===== config.mk =====
export PLATFORM = sky130hd
export DESIGN_NAME = simple_bus_cmd_engine
export DESIGN_NICKNAME = d
export VERILOG_FILES = /design/src/rtl/sb_pkg.sv /design/src/rtl/sb_mem.sv /design/src/rtl/simple_bus_cmd_engine.sv
export SDC_FILE = /design/constraint.sdc
export NUM_CORES = 2
export LEC_CHECK = 0
export CAP_MARGIN = 30
export CORE_MARGIN = 1
export CORE_UTILIZATION = 27
export DETAILED_ROUTE_END_ITERATION = 16
export DONT_BUFFER_PORTS = 1
export PLACE_DENSITY_LB_ADDON = 0.3
export SYNTH_ARGS = -nofsm -noshare
export SYNTH_HDL_FRONTEND = slang
export SYNTH_SLANG_ARGS = --single-unit

===== constraint.sdc =====
create_clock -name clk -period 4.34 [get_ports clk]
set_input_delay 0.868 -clock clk [delete_from_list [all_inputs] [get_ports clk]]
set_output_delay 0.868 -clock clk [all_outputs]
set_load 0.01 [all_outputs]

===== src/rtl/sb_pkg.sv =====
// Shared opcode, state and width definitions for the simple-bus command engine.
package sb_pkg;

    localparam int SB_CMD_W  = 4;
    localparam int SB_ADDR_W = 16;

    typedef enum logic [SB_CMD_W-1:0] {
        SB_NOP   = 4'd0,
        SB_COPY  = 4'd1,
        SB_SWAP  = 4'd2,
        SB_CLEAR = 4'd3,
        SB_INC   = 4'd4
    } sb_cmd_e;

    typedef enum logic [2:0] {
        SB_IDLE = 3'd0,
        SB_RD_S = 3'd1,
        SB_RD_D = 3'd2,
        SB_WR_D = 3'd3,
        SB_WR_S = 3'd4,
        SB_FIN  = 3'd5
    } sb_state_e;

endpackage


===== src/rtl/sb_mem.sv =====
// Register-array word memory: one write port, two combinational read ports.
module sb_mem #(
    parameter int ADDR_W = 6,
    parameter int DATA_W = 16
) (
    input  logic              clk,
    input  logic              we,
    input  logic [ADDR_W-1:0] waddr,
    input  logic [DATA_W-1:0] wdata,
    input  logic [ADDR_W-1:0] raddr_a,
    output logic [DATA_W-1:0] rdata_a,
    input  logic [ADDR_W-1:0] raddr_b,
    output logic [DATA_W-1:0] rdata_b
);

    localparam int DEPTH = 1 << ADDR_W;

    logic [DATA_W-1:0] mem [DEPTH];

    // Contents are deliberately not reset.
    always_ff @(posedge clk) begin
        if (we) begin
            mem[waddr] <= wdata;
        end
    end

    assign rdata_a = mem[raddr_a];
    assign rdata_b = mem[raddr_b];

endmodule


===== src/rtl/simple_bus_cmd_engine.sv =====
// Word-move command engine on an internal memory with a backdoor debug port.
// Optional command/drop statistics counters are enabled by SB_ENGINE_STATS_EN.
import sb_pkg::*;

module simple_bus_cmd_engine #(
    parameter int ADDR_W = 6,
    parameter int DATA_W = 16
) (
    input  logic                 clk,
    input  logic                 rst,
    input  logic                 en,
    input  logic [SB_CMD_W-1:0]  cmd,
    input  logic [SB_ADDR_W-1:0] saddr,
    input  logic [SB_ADDR_W-1:0] daddr,
    output logic                 done,
    output logic                 err,
    output logic                 busy,
    input  logic                 dbg_we,
    input  logic [ADDR_W-1:0]    dbg_addr,
    input  logic [DATA_W-1:0]    dbg_wdata,
    output logic [DATA_W-1:0]    dbg_rdata,
    output logic [15:0]          cmd_cnt,
    output logic [15:0]          drop_cnt
);

    localparam logic [2:0] ST_IDLE = SB_IDLE;
    localparam logic [2:0] ST_RD_S = SB_RD_S;
    localparam logic [2:0] ST_RD_D = SB_RD_D;
    localparam logic [2:0] ST_WR_D = SB_WR_D;
    localparam logic [2:0] ST_WR_S = SB_WR_S;
    localparam logic [2:0] ST_FIN  = SB_FIN;

    logic [2:0]          state_reg, state_next;
    logic [SB_CMD_W-1:0] cmd_reg;
    logic [ADDR_W-1:0]   s_reg, d_reg;
    logic [DATA_W-1:0]   tmp_s_reg, tmp_d_reg;
    logic                err_reg;

    logic                accept;
    logic                uses_s, uses_d, s_oor, d_oor, illegal, bad;
    logic                mem_we;
    logic [ADDR_W-1:0]   mem_waddr, eng_raddr;
    logic [DATA_W-1:0]   mem_wdata, eng_rdata;

    assign busy   = (state_reg != ST_IDLE);
    assign done   = (state_reg == ST_FIN);
    assign err    = done & err_reg;
    assign accept = (state_reg == ST_IDLE) & en;

    // Only the operands an opcode actually uses are range-checked.
    assign uses_s  = (cmd == SB_COPY) || (cmd == SB_SWAP) || (cmd == SB_INC);
    assign uses_d  = uses_s || (cmd == SB_CLEAR);
    assign s_oor   = |saddr[SB_ADDR_W-1:ADDR_W];
    assign d_oor   = |daddr[SB_ADDR_W-1:ADDR_W];
    assign illegal = (cmd > SB_INC);
    assign bad     = illegal | (uses_s & s_oor) | (uses_d & d_oor);

    always_comb begin
        state_next = state_reg;
        case (state_reg)
            ST_IDLE: begin
                if (en) begin
                    if (bad || cmd == SB_NOP) state_next = ST_FIN;
                    else if (cmd == SB_CLEAR) state_next = ST_WR_D;
                    else                      state_next = ST_RD_S;
                end
            end
            ST_RD_S: state_next = (cmd_reg == SB_SWAP) ? ST_RD_D : ST_WR_D;
            ST_RD_D: state_next = ST_WR_D;
            ST_WR_D: state_next = (cmd_reg == SB_SWAP) ? ST_WR_S : ST_FIN;
            ST_WR_S: state_next = ST_FIN;
            ST_FIN:  state_next = ST_IDLE;
            default: state_next = ST_IDLE;
        endcase
    end

    always_ff @(posedge clk) begin
        if (rst) begin
            state_reg <= ST_IDLE;
            err_reg   <= 1'b0;
        end else begin
            state_reg <= state_next;
            if (accept) begin
                cmd_reg <= cmd;
                s_reg   <= saddr[ADDR_W-1:0];
                d_reg   <= daddr[ADDR_W-1:0];
                err_reg <= bad;
            end
            if (state_reg == ST_RD_S) tmp_s_reg <= eng_rdata;
            if (state_reg == ST_RD_D) tmp_d_reg <= eng_rdata;
        end
    end

    assign eng_raddr = (state_reg == ST_RD_D) ? d_reg : s_reg;

    // Debug owns the write port in IDLE; engine writes are dropped under reset.
    always_comb begin
        mem_we    = 1'b0;
        mem_waddr = d_reg;
        mem_wdata = tmp_s_reg;
        case (state_reg)
            ST_IDLE: begin
                mem_we    = dbg_we;
                mem_waddr = dbg_addr;
                mem_wdata = dbg_wdata;
            end
            ST_WR_D: begin
                mem_we    = ~rst;
                mem_waddr = d_reg;
                if (cmd_reg == SB_CLEAR)    mem_wdata = '0;
                else if (cmd_reg == SB_INC) mem_wdata = tmp_s_reg + DATA_W'(1);
                else                        mem_wdata = tmp_s_reg;
            end
            ST_WR_S: begin
                mem_we    = ~rst;
                mem_waddr = s_reg;
                mem_wdata = tmp_d_reg;
            end
            default: ;
        endcase
    end

    sb_mem #(
        .ADDR_W(ADDR_W),
        .DATA_W(DATA_W)
    ) u_mem (
        .clk    (clk),
        .we     (mem_we),
        .waddr  (mem_waddr),
        .wdata  (mem_wdata),
        .raddr_a(eng_raddr),
        .rdata_a(eng_rdata),
        .raddr_b(dbg_addr),
        .rdata_b(dbg_rdata)
    );

`ifdef SB_ENGINE_STATS_EN
    logic [15:0] cmd_cnt_reg, drop_cnt_reg;

    always_ff @(posedge clk) begin
        if (rst) begin
            cmd_cnt_reg  <= 16'd0;
            drop_cnt_reg <= 16'd0;
        end else begin
            if (accept && cmd_cnt_reg != 16'hFFFF)
                cmd_cnt_reg <= cmd_cnt_reg + 16'd1;
            if (en && busy && drop_cnt_reg != 16'hFFFF)
                drop_cnt_reg <= drop_cnt_reg + 16'd1;
        end
    end

    assign cmd_cnt  = cmd_cnt_reg;
    assign drop_cnt = drop_cnt_reg;
`else
    assign cmd_cnt  = 16'd0;
    assign drop_cnt = 16'd0;
`endif

endmodule


=== Word level (Yosys, flattened, before mapping) ===
Memories as Yosys holds them, arrays and structs flattened.
Index checks and enable logic that the tools add are counted.

* RAM bits: 1024
* Memories kept: 1
* Word-level logic and storage cells: 57
* Register bits after elaboration: 52
* Output and inout port bits: 51

* Reduce and logical (&&, ||, !) cells: 13
* Bitwise operators: 7
* Equality and inequality tests: 13
* $add $sub $neg: 1
* Magnitude comparators: 1
* Mux-type cells: 14

{| class="wikitable"
|+ Memory list
! name !! depth !! bits a word !! read ports !! clocked after memory_dff !! wr ports !! line !! source
|-
| u_mem.mem || 64 || 16 || 2 || 0 || 1 || sb_mem.sv:18 || <nowiki>logic [DATA_W-1:0] mem [DEPTH];</nowiki>
|}

{| class="wikitable"
|+ Operators by type and width
! kind !! number
|-
| 16-bit case mux with 3 select lines || 1
|-
| 16-bit 2-to-1 mux || 2
|-
| 10-bit OR reduction || 2
|-
| 16-bit by 1-bit adder with 16-bit output, second input constant || 1
|-
| 4-bit by 2-bit equality test with 1-bit output, second input constant || 4
|-
| 3-bit case mux with 5 select lines || 1
|-
| 6-bit case mux with 2 select lines || 1
|-
| 4-bit by 3-bit equality test with 1-bit output, second input constant || 2
|-
| 3-bit by 2-bit equality test with 1-bit output, second input constant || 2
|-
| 3-bit equality test, second input constant || 2
|-
| 3-bit 2-to-1 mux || 2
|-
| 6-bit 2-to-1 mux || 1
|-
| 2-bit AND reduction || 3
|-
| 1-bit AND || 4
|-
| 4-bit by 1-bit equality test with 1-bit output, second input constant || 1
|-
| 4-bit by 3-bit greater-than comparator with 1-bit output, second input constant || 1
|-
| 4-bit zero test || 1
|-
| 1-bit logical OR || 4
|-
| 1-bit 2-to-1 mux || 4
|-
| 3-bit by 1-bit equality test with 1-bit output, second input constant || 1
|-
| 3-bit zero test || 1
|-
| 3-bit nonzero test || 1
|-
| 2-bit 2-to-1 mux || 1
|-
| 2-bit inequality test, second input constant || 1
|-
| other kinds (4) || 5
|}

=== Depth between registers and ports, before layout ===
* Depth in word-level cells: 10
* Gate-level depth with buffers: 11
* Gate-level depth less buffers: 7

=== Hierarchy ===
Synthesis repeated with hierarchy kept, for this count alone.

* Cells, all modules: 2839
* Area, all modules: 51301.7 um2

{| class="wikitable"
|+ Modules (own cells, without submodules)
! module !! cells each !! times used !! area each (um2)
|-
| sb_mem || 2550 || 1 || 48196.2
|-
| simple_bus_cmd_engine || 289 || 1 || 3105.5
|}

=== Least setup slack after synthesis ===
OpenSTA, ideal clock, no wires.

* Path kind: reg-to-reg
* Start: register state_reg[2]
* End: memory u_mem.mem[0][3], data pin
* Data arrival time: 3.869 ns
* Setup slack: -0.231 ns
* Cell stages (with the launch flop): 6
* Clock period less this slack: 4.571 ns
* Buffers on the path: 3
* Cells stage by stage: dfxtp_1 > buf_2 > buf_1 > buf_1 > mux2i_1 > o21ai_0

* Word-level cells in the longest chain between the ends: 2
* Elaborated cells between the ends (all ways): 4
* Classes of those cells: eq/ne: 2; mux: 1; reduce/logical: 1

{| class="wikitable"
|+ RTL lines
! what !! line !! source
|-
| from (decl) || simple_bus_cmd_engine.sv:33 || <nowiki>logic [2:0] state_reg, state_next;</nowiki>
|-
| from (signal assigned) || simple_bus_cmd_engine.sv:82 || <nowiki>state_reg <= state_next;</nowiki>
|-
| 3-bit equality test, or another cell as far along || simple_bus_cmd_engine.sv:101 || <nowiki>case (state_reg)</nowiki>
|-
| 16-bit case mux with 3 select lines * || simple_bus_cmd_engine.sv:101 ||
|-
| named net mem_wdata[3] || simple_bus_cmd_engine.sv:43 || <nowiki>logic [DATA_W-1:0] mem_wdata, eng_rdata;</nowiki>
|-
| to (decl) || sb_mem.sv:18 ||
|}

The timed path passes the listed nets; every way through them passes the cells marked *.

=== Worst setup path after layout ===
* Start: input port dbg_addr[0]
* End: output port dbg_rdata[0]

* Word-level cells in the longest chain between the ends: 1

{| class="wikitable"
|+ RTL lines
! what !! line !! source
|-
| from (decl) || simple_bus_cmd_engine.sv:19 || <nowiki>input logic [ADDR_W-1:0] dbg_addr,</nowiki>
|-
| memory read 64 x 16 bit || -- ||
|-
| to (decl) || simple_bus_cmd_engine.sv:21 || <nowiki>output logic [DATA_W-1:0] dbg_rdata,</nowiki>
|}

No other way between the ends.

==> impl_metrics.env <==
export IMPL_run_status="finished clean"
export IMPL_nFillCells=17900
export IMPL_first_pass_iters=6
export IMPL_worstReg2RegStart="state_reg[0]"
export IMPL_multi_input_area_um2=17200
export IMPL_synth_most_common_cell="edfxtp_1"
export IMPL_die_x_um=434
export IMPL_area_growth_pct=16.0
export IMPL_yosysSeqAreaShare_pct=64.1
export IMPL_root_buffer="clkbuf_16"
export IMPL_netlist_area_um2=50300
export IMPL_reg2reg_setup_slack_ns=0.24
export IMPL_crit_buf_inv=0
export IMPL_grt_pass1_vias=29100
export IMPL_relSlewSlack_pct=29.6
export IMPL_fin_hold_ws_ns=0.214
export IMPL_vias_per_cell=5.37
export IMPL_slowest_stage="mux4_2"
export IMPL_hp_start="rst"
export IMPL_wirelength_um=173000
export IMPL_nNetsFinal=3007
export IMPL_holdPathEnd="err_reg"
export IMPL_cts_tree="built"
export IMPL_cp_data_arrival_time_ns=3.29
export IMPL_dieArea_um2=188000
export IMPL_via_count=29700
export IMPL_synthFlopType="edfxtp_1"
export IMPL_netlist_top_cell_by_area="edfxtp_1"
export IMPL_r2r_cells=11
export IMPL_seq_area_um2=32300
export IMPL_synth_edf_count=1072
export IMPL_worstPathCellList="mux4_2 > mux4_2 > mux4_2"
export IMPL_fin_crit_ns=4.16
export IMPL_finalSetupTns_ns=0
export IMPL_insertion_delay_ns=0.75
export IMPL_syn_inst=2802
export IMPL_fmax_ghz=0.241
export IMPL_largest_reg_flops=1024
export IMPL_place_hpwl_um=104000
export IMPL_drt_iter0_drc=3331
export IMPL_cts_resized=0
export IMPL_powerDensity_nw_per_um2=442
export IMPL_start_kind="input port"
export IMPL_critical_path_top_delay_family="multiplexers"
export IMPL_grt_max_degree=258
export IMPL_worst_pin_slew_ns=1.06
export IMPL_r2r_end="tmp_d_reg[6]"
export IMPL_critPathMaxFanout=257
export IMPL_worstHoldPathType="input port to flip-flop"
export IMPL_core_um2=185000
export IMPL_critical_path_class="input port to output port"
export IMPL_p_leak_nw=19.1
export IMPL_ys_top_cells_by_count="edfxtp_1 (1072), mux2i_1 (533), mux4_2 (336)"
export IMPL_initial_utilization_pct=27.2
export IMPL_antenna_found_initial=28
export IMPL_cap_violations=0
export IMPL_wl_per_cell_um=31.2
export IMPL_cts_setup_buffers=0
export IMPL_drv_slew=0
export IMPL_drtAntennaViolNets=0
export IMPL_num_rows=158
export IMPL_synthTopCellsByArea="edfxtp_1 (64%), mux4_2 (15%), mux2i_1 (11%)"
export IMPL_grt_usage_pct=18.1
export IMPL_holdPathStages=1
export IMPL_cts_max_level=3
export IMPL_drc_errors=0
export IMPL_synth_area_per_cell_um2=18.0
export IMPL_rsz0062_at_grt="false"
export IMPL_gr_total_overflow=0
export IMPL_crit_path_frequent_cell="mux4_2"
export IMPL_ys_warn_count=0
export IMPL_async_flop_share_pct=0
export IMPL_drive_gt1_share_pct=27.2
export IMPL_clockBufferDepth=3
export IMPL_period_share_pct=95.7
export IMPL_clock_skew_final_ns=0.0253
export IMPL_setup_viol=0
export IMPL_hold_violations=0
export IMPL_clkSinkCount=1076
export IMPL_grt_pass1_wl_um=236000
export IMPL_gp_congestion=0.817
export IMPL_hold_buffers=0
export IMPL_cts_reportedPaths_clkPinSlew_ns=0.06
export IMPL_ys_types=51
export IMPL_max_stage_delay_ns=0.75
export IMPL_crit_path_end_kind="output port"
export IMPL_cts_buffers=114
export IMPL_ir_drop_uv=314
export IMPL_pin_count=113
export IMPL_fp_dieH_um=434
export IMPL_cp_required_ns=3.47
export IMPL_synth_top_cell_area_share_pct=63.9
export IMPL_synth_seq_cells=1076
export IMPL_port_buffers=0
area by class of cell:
cell class,count,share of cell area [%]
Clock inverter,73,1.12
Inverter,3,0.0193
Clock buffer,141,5.17
Tap cell,2480,5.31
Multi-Input combinational cell,1522,29.4
Timing Repair Buffer,227,3.66
Sequential cell,1076,55.3
Antenna cell,7,0.0300
power by group:
part | leakage, nW | internal (mW) | switching (mW)
registers | 9.70 | 12.3 | 0.0786
clock network | 1.79 | 5.52 | 4.13
logic | 7.64 | 1.23 | 2.51
logic make-up (layout without fill, tap and decap cells):
family | after synthesis | count (layout) | synth area share, %
AO/OA/AOI/OAI | 405 | 405 | 5.32
multiplexers | 870 | 870 | 25.7
buffers and inverters | 235 | 444 | 2.88
adder cells (fa/ha/maj) | 1 | 1 | 0.0249
other | 1 | 39 | 0.00745
AND/OR/NAND/NOR | 214 | 214 | 2.01
flip-flops | 1076 | 1076 | 64.1
per-layer routing:
layer | track usage [%] | vias up | share of wire [%]
met5 | 0 | - | 0.021
met4 | 6.76 | 6 | 4.1
met3 | 3.62 | 275 | 7.3
met1 | 23.3 | 15900 | 40
li1 | - | 12200 | -
met2 | 30.0 | 1305 | 48
placed cells by master (no fill, tap or decap), drive strengths merged, types with 8 or more instances in the layout:
cell,count
clkinv,54
nor2,87
a21oi,26
bufinv,10
o41ai,64
o22ai,263
mux2i,533
nor4,8
o21ai,24
buf,227
nand4,19
mux4,336
edfxtp,1072
nand2,52
conb,32
nand3,9
clkbuf,141
worst max path at each step:
stage | startpoint | endpoint | slack, ns | cells past startpoint
4_1_cts | state_reg[0] | tmp_s_reg[6] | 0.26 | 11
2_1_floorplan | cmd_reg[0] | u_mem.mem[0][13] | 0.03 | 6
3_5_place_dp | state_reg[0] | tmp_d_reg[6] | 0.28 | 11
6_report | dbg_addr[0] | dbg_rdata[0] | 0.18 | 3
5_1_grt | state_reg[0] | tmp_d_reg[6] | 0.15 | 11
3_3_place_gp | state_reg[0] | tmp_d_reg[6] | 0.34 | 11
per-stage QoR:
step	worst slack, ns	std cells	util, %	total power [mW]	instance area [um2]
3_3_place_gp	0.335	5306	29.5	16.3	54700
6_report	0.185	5529	31.5	25.8	58400
2_1_floorplan	0.0251	2833	-	14.9	50500
5_1_grt	0.146	5527	31.5	26.5	58400
3_5_place_dp	0.277	5308	29.5	16.4	54700
4_1_cts	0.264	5522	31.5	26.0	58400
No activity file was read; power rests on OpenSTA's default activity.
